<file path="config.mk">
export PLATFORM = sky130hd
export DESIGN_NAME = local_packet_receiver_flat
export DESIGN_NICKNAME = d
export VERILOG_FILES = /design/src/rtl/local_packet_receiver_pkg.sv /design/src/rtl/local_packet_receiver_if.sv /design/src/rtl/local_packet_receiver_packet_sync_fifo.sv /design/src/rtl/local_packet_receiver.sv /design/src/flat_wrapper.sv
export SDC_FILE = /design/constraint.sdc
export NUM_CORES = 1
export LEC_CHECK = 0
export ABC_AREA = 1
export CELL_PAD_IN_SITES_DETAIL_PLACEMENT = 1
export CELL_PAD_IN_SITES_GLOBAL_PLACEMENT = 1
export CORE_ASPECT_RATIO = 0.75
export CORE_MARGIN = 2
export CORE_UTILIZATION = 36
export CTS_CLUSTER_SIZE = 28
export DETAILED_ROUTE_END_ITERATION = 10
export PLACE_DENSITY_LB_ADDON = 0.1
export SLEW_MARGIN = 20
export SYNTH_ARGS = -nofsm -noshare
export SYNTH_HDL_FRONTEND = slang
export SYNTH_SLANG_ARGS = --single-unit
</file>
<file path="constraint.sdc">
create_clock -name clk -period 5.3 [get_ports clk]
set_input_delay 1.325 -clock clk [delete_from_list [all_inputs] [get_ports clk]]
set_output_delay 1.325 -clock clk [all_outputs]
set_load 0.005 [all_outputs]
</file>
<file path="src/rtl/local_packet_receiver_pkg.sv">
// Shared types and constants for the local packet receiver.
// Holds the flit/packet geometry and the receive FSM state encoding.
package local_packet_receiver_pkg;

  localparam int FLIT_SIZE        = 4;
  localparam int PACKET_SIZE      = 32;
  localparam int FLITS_PER_PACKET = PACKET_SIZE / FLIT_SIZE;
  localparam int FLIT_CNT_W       = $clog2(FLITS_PER_PACKET);

  typedef logic [FLIT_SIZE-1:0]   flit_t;
  typedef logic [PACKET_SIZE-1:0] packet_t;

  // Receive FSM: waiting for a header nibble, or mid-packet
  typedef enum logic {
    RX_IDLE = 1'b0,
    RX_RECV = 1'b1
  } rx_state_e;

endpackage

</file>
<file path="src/rtl/local_packet_receiver_if.sv">
// Router-to-neuron link bundle: flit input side with backpressure, plus the
// packet valid/ready output side toward the neuron core.
// slave  = the receiver; master = the environment (router + neuron core).
interface local_packet_receiver_if;

  local_packet_receiver_pkg::flit_t   flit_in;
  logic                               write_req;
  logic                               full;
  local_packet_receiver_pkg::packet_t packet_out;
  logic                               packet_valid;
  logic                               packet_ready;

  modport master (
    output flit_in, write_req, packet_ready,
    input  full, packet_out, packet_valid
  );

  modport slave (
    input  flit_in, write_req, packet_ready,
    output full, packet_out, packet_valid
  );

endinterface

</file>
<file path="src/rtl/local_packet_receiver_packet_sync_fifo.sv">
// Single-clock first-word-fall-through FIFO for complete packets.
// data_o shows the head entry whenever the FIFO is non-empty and reads 0 when
// empty. Pushes while full are ignored; pops while empty are ignored.
module packet_sync_fifo #(
  parameter int WIDTH = 32,
  parameter int DEPTH = 4
) (
  input  logic                       clk,
  input  logic                       reset,
  input  logic                       push_i,
  input  logic [WIDTH-1:0]           push_data_i,
  input  logic                       pop_i,
  output logic [WIDTH-1:0]           data_o,
  output logic                       valid_o,
  output logic                       full_o,
  output logic [$clog2(DEPTH):0]     count_o
);

  localparam int PTR_W = $clog2(DEPTH);
  localparam int CNT_W = PTR_W + 1;

  logic [WIDTH-1:0] mem_q [DEPTH];
  logic [PTR_W-1:0] wr_ptr_q, rd_ptr_q;
  logic [CNT_W-1:0] count_q, count_d;
  logic             push_ok, pop_ok;

  assign full_o  = (count_q == CNT_W'(DEPTH));
  assign valid_o = (count_q != '0);
  assign push_ok = push_i & ~full_o;
  assign pop_ok  = pop_i & valid_o;
  assign data_o  = valid_o ? mem_q[rd_ptr_q] : '0;
  assign count_o = count_q;

  // Occupancy update; simultaneous push and pop leaves the count unchanged
  always_comb begin
    count_d = count_q;
    case ({push_ok, pop_ok})
      2'b10:   count_d = count_q + 1'b1;
      2'b01:   count_d = count_q - 1'b1;
      default: count_d = count_q;
    endcase
  end

  // Pointer and count registers; pointers wrap naturally as DEPTH is a power of 2
  always_ff @(posedge clk or negedge reset) begin
    if (!reset) begin
      wr_ptr_q <= '0;
      rd_ptr_q <= '0;
      count_q  <= '0;
    end else begin
      if (push_ok) wr_ptr_q <= wr_ptr_q + 1'b1;
      if (pop_ok)  rd_ptr_q <= rd_ptr_q + 1'b1;
      count_q <= count_d;
    end
  end

  // Storage write; contents need no reset since data_o is masked while empty
  always_ff @(posedge clk) begin
    if (push_ok) mem_q[wr_ptr_q] <= push_data_i;
  end

endmodule

</file>
<file path="src/rtl/local_packet_receiver.sv">
// Neuron-side receiver on the router local output. Collects 4-bit flits
// (header nibble first) into 32-bit packets, buffers complete packets in a
// small FIFO and hands them to the neuron core over valid/ready.
// Optional feature macro: LOCAL_RX_STATS_EN adds saturating packet/drop counters.
module local_packet_receiver
  import local_packet_receiver_pkg::*;
#(
  parameter int FIFO_DEPTH = 4
) (
  input  logic                  clk,
  input  logic                  reset,
  local_packet_receiver_if.slave link,
  output logic                  drop_flag
`ifdef LOCAL_RX_STATS_EN
  ,
  output logic [15:0]           rx_packet_count,
  output logic [15:0]           rx_drop_count
`endif
);

  localparam int ASM_W = PACKET_SIZE - FLIT_SIZE;

  rx_state_e               state_q;
  logic [FLIT_CNT_W-1:0]   cnt_q;
  logic [ASM_W-1:0]        asm_q;
  logic                    drop_flag_q;

  logic                    fifo_full;
  logic                    fifo_valid;
  packet_t                 fifo_data;
  logic [$clog2(FIFO_DEPTH):0] fifo_count;

  logic                    accept;
  logic                    drop;
  logic                    last_flit;
  packet_t                 push_data;

  // Backpressure depends only on stored occupancy, never on write_req
  assign accept    = link.write_req & ~fifo_full;
  assign drop      = link.write_req & fifo_full;
  assign last_flit = accept && (state_q == RX_RECV) &&
                     (cnt_q == FLIT_CNT_W'(FLITS_PER_PACKET - 1));
  assign push_data = {asm_q, link.flit_in};

  // Receive FSM: shift accepted flits in, count them, release on the 8th
  always_ff @(posedge clk or negedge reset) begin
    if (!reset) begin
      state_q <= RX_IDLE;
      cnt_q   <= '0;
      asm_q   <= '0;
    end else if (accept) begin
      asm_q <= {asm_q[ASM_W-FLIT_SIZE-1:0], link.flit_in};
      case (state_q)
        RX_IDLE: begin
          state_q <= RX_RECV;
          cnt_q   <= FLIT_CNT_W'(1);
        end
        RX_RECV: begin
          if (last_flit) begin
            state_q <= RX_IDLE;
            cnt_q   <= '0;
          end else begin
            cnt_q <= cnt_q + 1'b1;
          end
        end
        default: begin
          state_q <= RX_IDLE;
          cnt_q   <= '0;
        end
      endcase
    end
  end

  // Sticky indication that a flit was lost to backpressure
  always_ff @(posedge clk or negedge reset) begin
    if (!reset)    drop_flag_q <= 1'b0;
    else if (drop) drop_flag_q <= 1'b1;
  end

  assign drop_flag = drop_flag_q;

  packet_sync_fifo #(
    .WIDTH (PACKET_SIZE),
    .DEPTH (FIFO_DEPTH)
  ) u_fifo (
    .clk         (clk),
    .reset       (reset),
    .push_i      (last_flit),
    .push_data_i (push_data),
    .pop_i       (link.packet_ready),
    .data_o      (fifo_data),
    .valid_o     (fifo_valid),
    .full_o      (fifo_full),
    .count_o     (fifo_count)
  );

  assign link.full         = fifo_full;
  assign link.packet_valid = fifo_valid;
  assign link.packet_out   = fifo_data;

`ifdef LOCAL_RX_STATS_EN
  logic [15:0] pkt_cnt_q;
  logic [15:0] drop_cnt_q;

  // Saturating counters of pushed packets and dropped flits
  always_ff @(posedge clk or negedge reset) begin
    if (!reset) begin
      pkt_cnt_q  <= '0;
      drop_cnt_q <= '0;
    end else begin
      if (last_flit && pkt_cnt_q != 16'hFFFF)  pkt_cnt_q  <= pkt_cnt_q + 1'b1;
      if (drop && drop_cnt_q != 16'hFFFF)      drop_cnt_q <= drop_cnt_q + 1'b1;
    end
  end

  assign rx_packet_count = pkt_cnt_q;
  assign rx_drop_count   = drop_cnt_q;
`endif

endmodule

</file>
<file path="src/flat_wrapper.sv">
// flat-port wrapper written by rule: the top's interface ports become plain ports
module local_packet_receiver_flat import local_packet_receiver_pkg::*;
#(
  parameter int FIFO_DEPTH = 4
)
  (clk, reset, drop_flag, link_flit_in, link_write_req, link_packet_ready, link_full, link_packet_out, link_packet_valid);
  local_packet_receiver_if link_i ();
  input  logic clk;
  input  logic reset;
  output logic drop_flag;
  input wire logic [$bits(link_i.flit_in)-1:0] link_flit_in;
  input wire logic [$bits(link_i.write_req)-1:0] link_write_req;
  input wire logic [$bits(link_i.packet_ready)-1:0] link_packet_ready;
  output wire logic [$bits(link_i.full)-1:0] link_full;
  output wire logic [$bits(link_i.packet_out)-1:0] link_packet_out;
  output wire logic [$bits(link_i.packet_valid)-1:0] link_packet_valid;
  assign link_i.flit_in = link_flit_in;
  assign link_i.write_req = link_write_req;
  assign link_i.packet_ready = link_packet_ready;
  assign link_full = link_i.full;
  assign link_packet_out = link_i.packet_out;
  assign link_packet_valid = link_i.packet_valid;
  local_packet_receiver #(.FIFO_DEPTH(FIFO_DEPTH)) u_core (.clk(clk), .reset(reset), .link(link_i), .drop_flag(drop_flag));
endmodule
</file>
==> qor.yml <==
outcome: "finished, final reports clean"
p_per_area_nw_per_um2: 587.1
wirelength_um: 16360
cts_sinks: 168
tns_ns: 0
period_needed_ns: 4.020
nNetsFinal: 627
postRouteAntennaNets: 0
crit_type: "reg -> out"
synthTopCellsByCount: "132 x nor2_1, 128 x edfxtp_1, 85 x nand2_1, 54 x o21ai_0, 40 x dfrtp_1"
clock_latency_ns: 0.43
wl_met2_um: 7815
die_h_um: 122.0
wl_met3_um: 551
grt-ovfl-total: 0
yosysWarnings: 0
maxCapViolations: 0
portBuffers: 42
hold_violations: 0
ys_seq_area_frac: 0.7247
syn-num-nets: 586
synth-main-ff-cell: "edfxtp_1"
cts_buffers: 17
worstMarginPinSlew_ns: 1.033
coreArea_um2: 18350
rsz0062_at_grt: "no"
maxSlewHeadroom: 0.3103
slew_violations: 0
power_mw: 4.654
drc_errors: 0
globalRouteTotalUtil: 0.1787
clockBufferDepth: 2
io_pins: 43
cts_tree: "yes"
grt_pass1_vias: 4507
start_util: 0.3644
synth.top_cell.area_share: 0.5750
syn_area_um2: 6685
clk_pin_slew_ns: 0.07
cp.arrival_ns: 2.69
ctsHtreeMaxLevel: 4
p_leak_nw: 2.974
cp_max_fo: 35
fin_skew_ns: 0.007555
critPathSlowestCell: "clkdlybuf4s50_1"
drt-met1-wl_um: 7840
wl_per_cell_um: 18.78
synth_most_common_cell: "nor2_1"
dp_hpwl_um: 9423
placed_area_um2: 7347
via_count: 4239
drive_above_1_share: 0.08494
min_period_over_period: 0.7585
min_path_type: "reg -> reg"
fin_area_um2: 7926
top_layer_used: "met4"
startpoint_type: "register"
routed_via_density: 4.867
ys_async_sr_fraction: 0.2381
crit_path_end_kind: "output port"
ctsHoldBuffers: 0
die_x_um: 161.4
synth_top_cells_by_area: "edfxtp_1 57%, dfrtp_1 15%, nor2_1 7.4%, nand2_1 4.8%, o21ai_0 4.0%"
cts_setup_buffers: 0
avgSynthCellArea_um2: 11.73
grt_pass1_wl_um: 25990
ys_ff_latch: 168
ir_drop_uv: 215.4
synth_top_cell_by_area: "edfxtp_1"
final_util: 0.4320
floorplan.rows: 43
finalSetupViolations: 0
antenna_found_initial: 0
die_area_um2: 19690
yosysUniqueCellTypes: 26
synthToLayoutAreaGrowth_pct: 18.57
grt_start_max_net_pins: 66
max_freq_mhz: 248.8
synthCells: 570
num_antenna_cells: 0
cts_resized: 0
dr.pass1.iters: 4
first_iter_violations: 240
place_congestion: 0.6845
required_ns: 3.97
cts.root.buffer_cell: "clkbuf_16"
crit_chain: "inv_2 -> buf_4 -> o21ai_0 -> a21oi_1 -> clkdlybuf4s50_1"
cpPeakStageDelay_ns: 0.55
synth-edff-count: 128
logic make-up (layout without fill, tap and decap cells):
kind of cell	Yosys count	in the layout	synth area share
XOR/XNOR	3	3	0.003931
buffers and inverters	55	109	0.03986
AND/OR/NAND/NOR	226	226	0.1306
AO/OA/AOI/OAI	110	110	0.08479
flip-flops	168	168	0.7247
adder cells (fa/ha/maj)	8	8	0.01610
layer usage:
layer	GRT usage	vias up
met4	0.05525	0
met5	0	-
met2	0.2957	64
met3	0.03711	11
met1	0.2388	2148
li1	-	2016
cell type report:
class	instances	area, um^2
multi-input cells	347	1604
clock inverters	14	150.1
well taps	247	309.0
inverters	24	90.09
clock buffers	18	429.2
flip-flops and latches	168	4846
repair buffers	53	498.0
fillers	1967	10420
path summary, 6_finish.rpt:
check	from	end	slack [ns]	depth (start not counted)
max in group asynchronous	reset	u_core.u_fifo.rd_ptr_q[0]	3.86	2
min in group asynchronous	reset	u_core.cnt_q[1]	0.99	2
max	u_core.u_fifo.rd_ptr_q[0]	link_packet_out[28]	1.28	5
max reg2reg	u_core.cnt_q[0]	u_core.u_fifo.mem_q[1][31]	2.83	5
min	u_core.drop_flag	u_core.drop_flag	0.47	1
min reg2reg	u_core.drop_flag	u_core.drop_flag	0.47	1
power by group:
part | internal, mW | total, mW | leakage, nW | switching, mW
Sequential | 1.68 | 1.87 | 1.67 | 0.192
Combinational | 0.672 | 1.56 | 1.03 | 0.884
Clock | 0.696 | 1.22 | 0.278 | 0.528
cells in the final DEF, fill, tap and decap left out, drive strengths merged:
master | netlist | layout
o21ai | 74 | 74
edfxtp | 128 | 128
o21bai | 1 | 1
fa | 1 | 1
clkinv | 0 | 8
xor2 | 2 | 2
clkinvlp | 0 | 2
or2 | 1 | 1
xnor2 | 1 | 1
buf | 24 | 12
clkbuf | 7 | 18
nor2 | 133 | 133
dfrtp | 40 | 40
inv | 24 | 26
nand3 | 3 | 3
ha | 7 | 7
bufinv | 0 | 2
nand4 | 4 | 4
a21oi | 34 | 34
nand2 | 85 | 85
o21a | 1 | 1
clkdlybuf4s50 | 0 | 41
metrics by stage:
step                      worst slack (ns)  hold slack, ns  instances
after global routing                 1.083          0.5091        871
final                                1.280          0.4741        871
after detailed placement             1.691          0.4649        839
after CTS                            1.216          0.4803        871
after global placement               1.680          0.4595        839
after floorplan                      1.970          0.4531        570
worst max-delay path, delay by kind of cell, from the launching register on:
| family | cells | cell delay [ns] |
|---|---|---|
| buffers and inverters | 3 | 1.48 |
| AO/OA/AOI/OAI | 2 | 0.37 |
| flip-flops | 1 | 0.41 |
registers in the layout (all words and copies together), names as in the netlist:
register,flops
u_core.drop_flag,1
u_core.state_q,1
u_core.asm_q,28
u_core.u_fifo.count_o,3
u_core.u_fifo.wr_ptr_q,2
u_core.u_fifo.mem_q,128
u_core.cnt_q,3
u_core.u_fifo.rd_ptr_q,2
(Power assumes the default switching activity.)
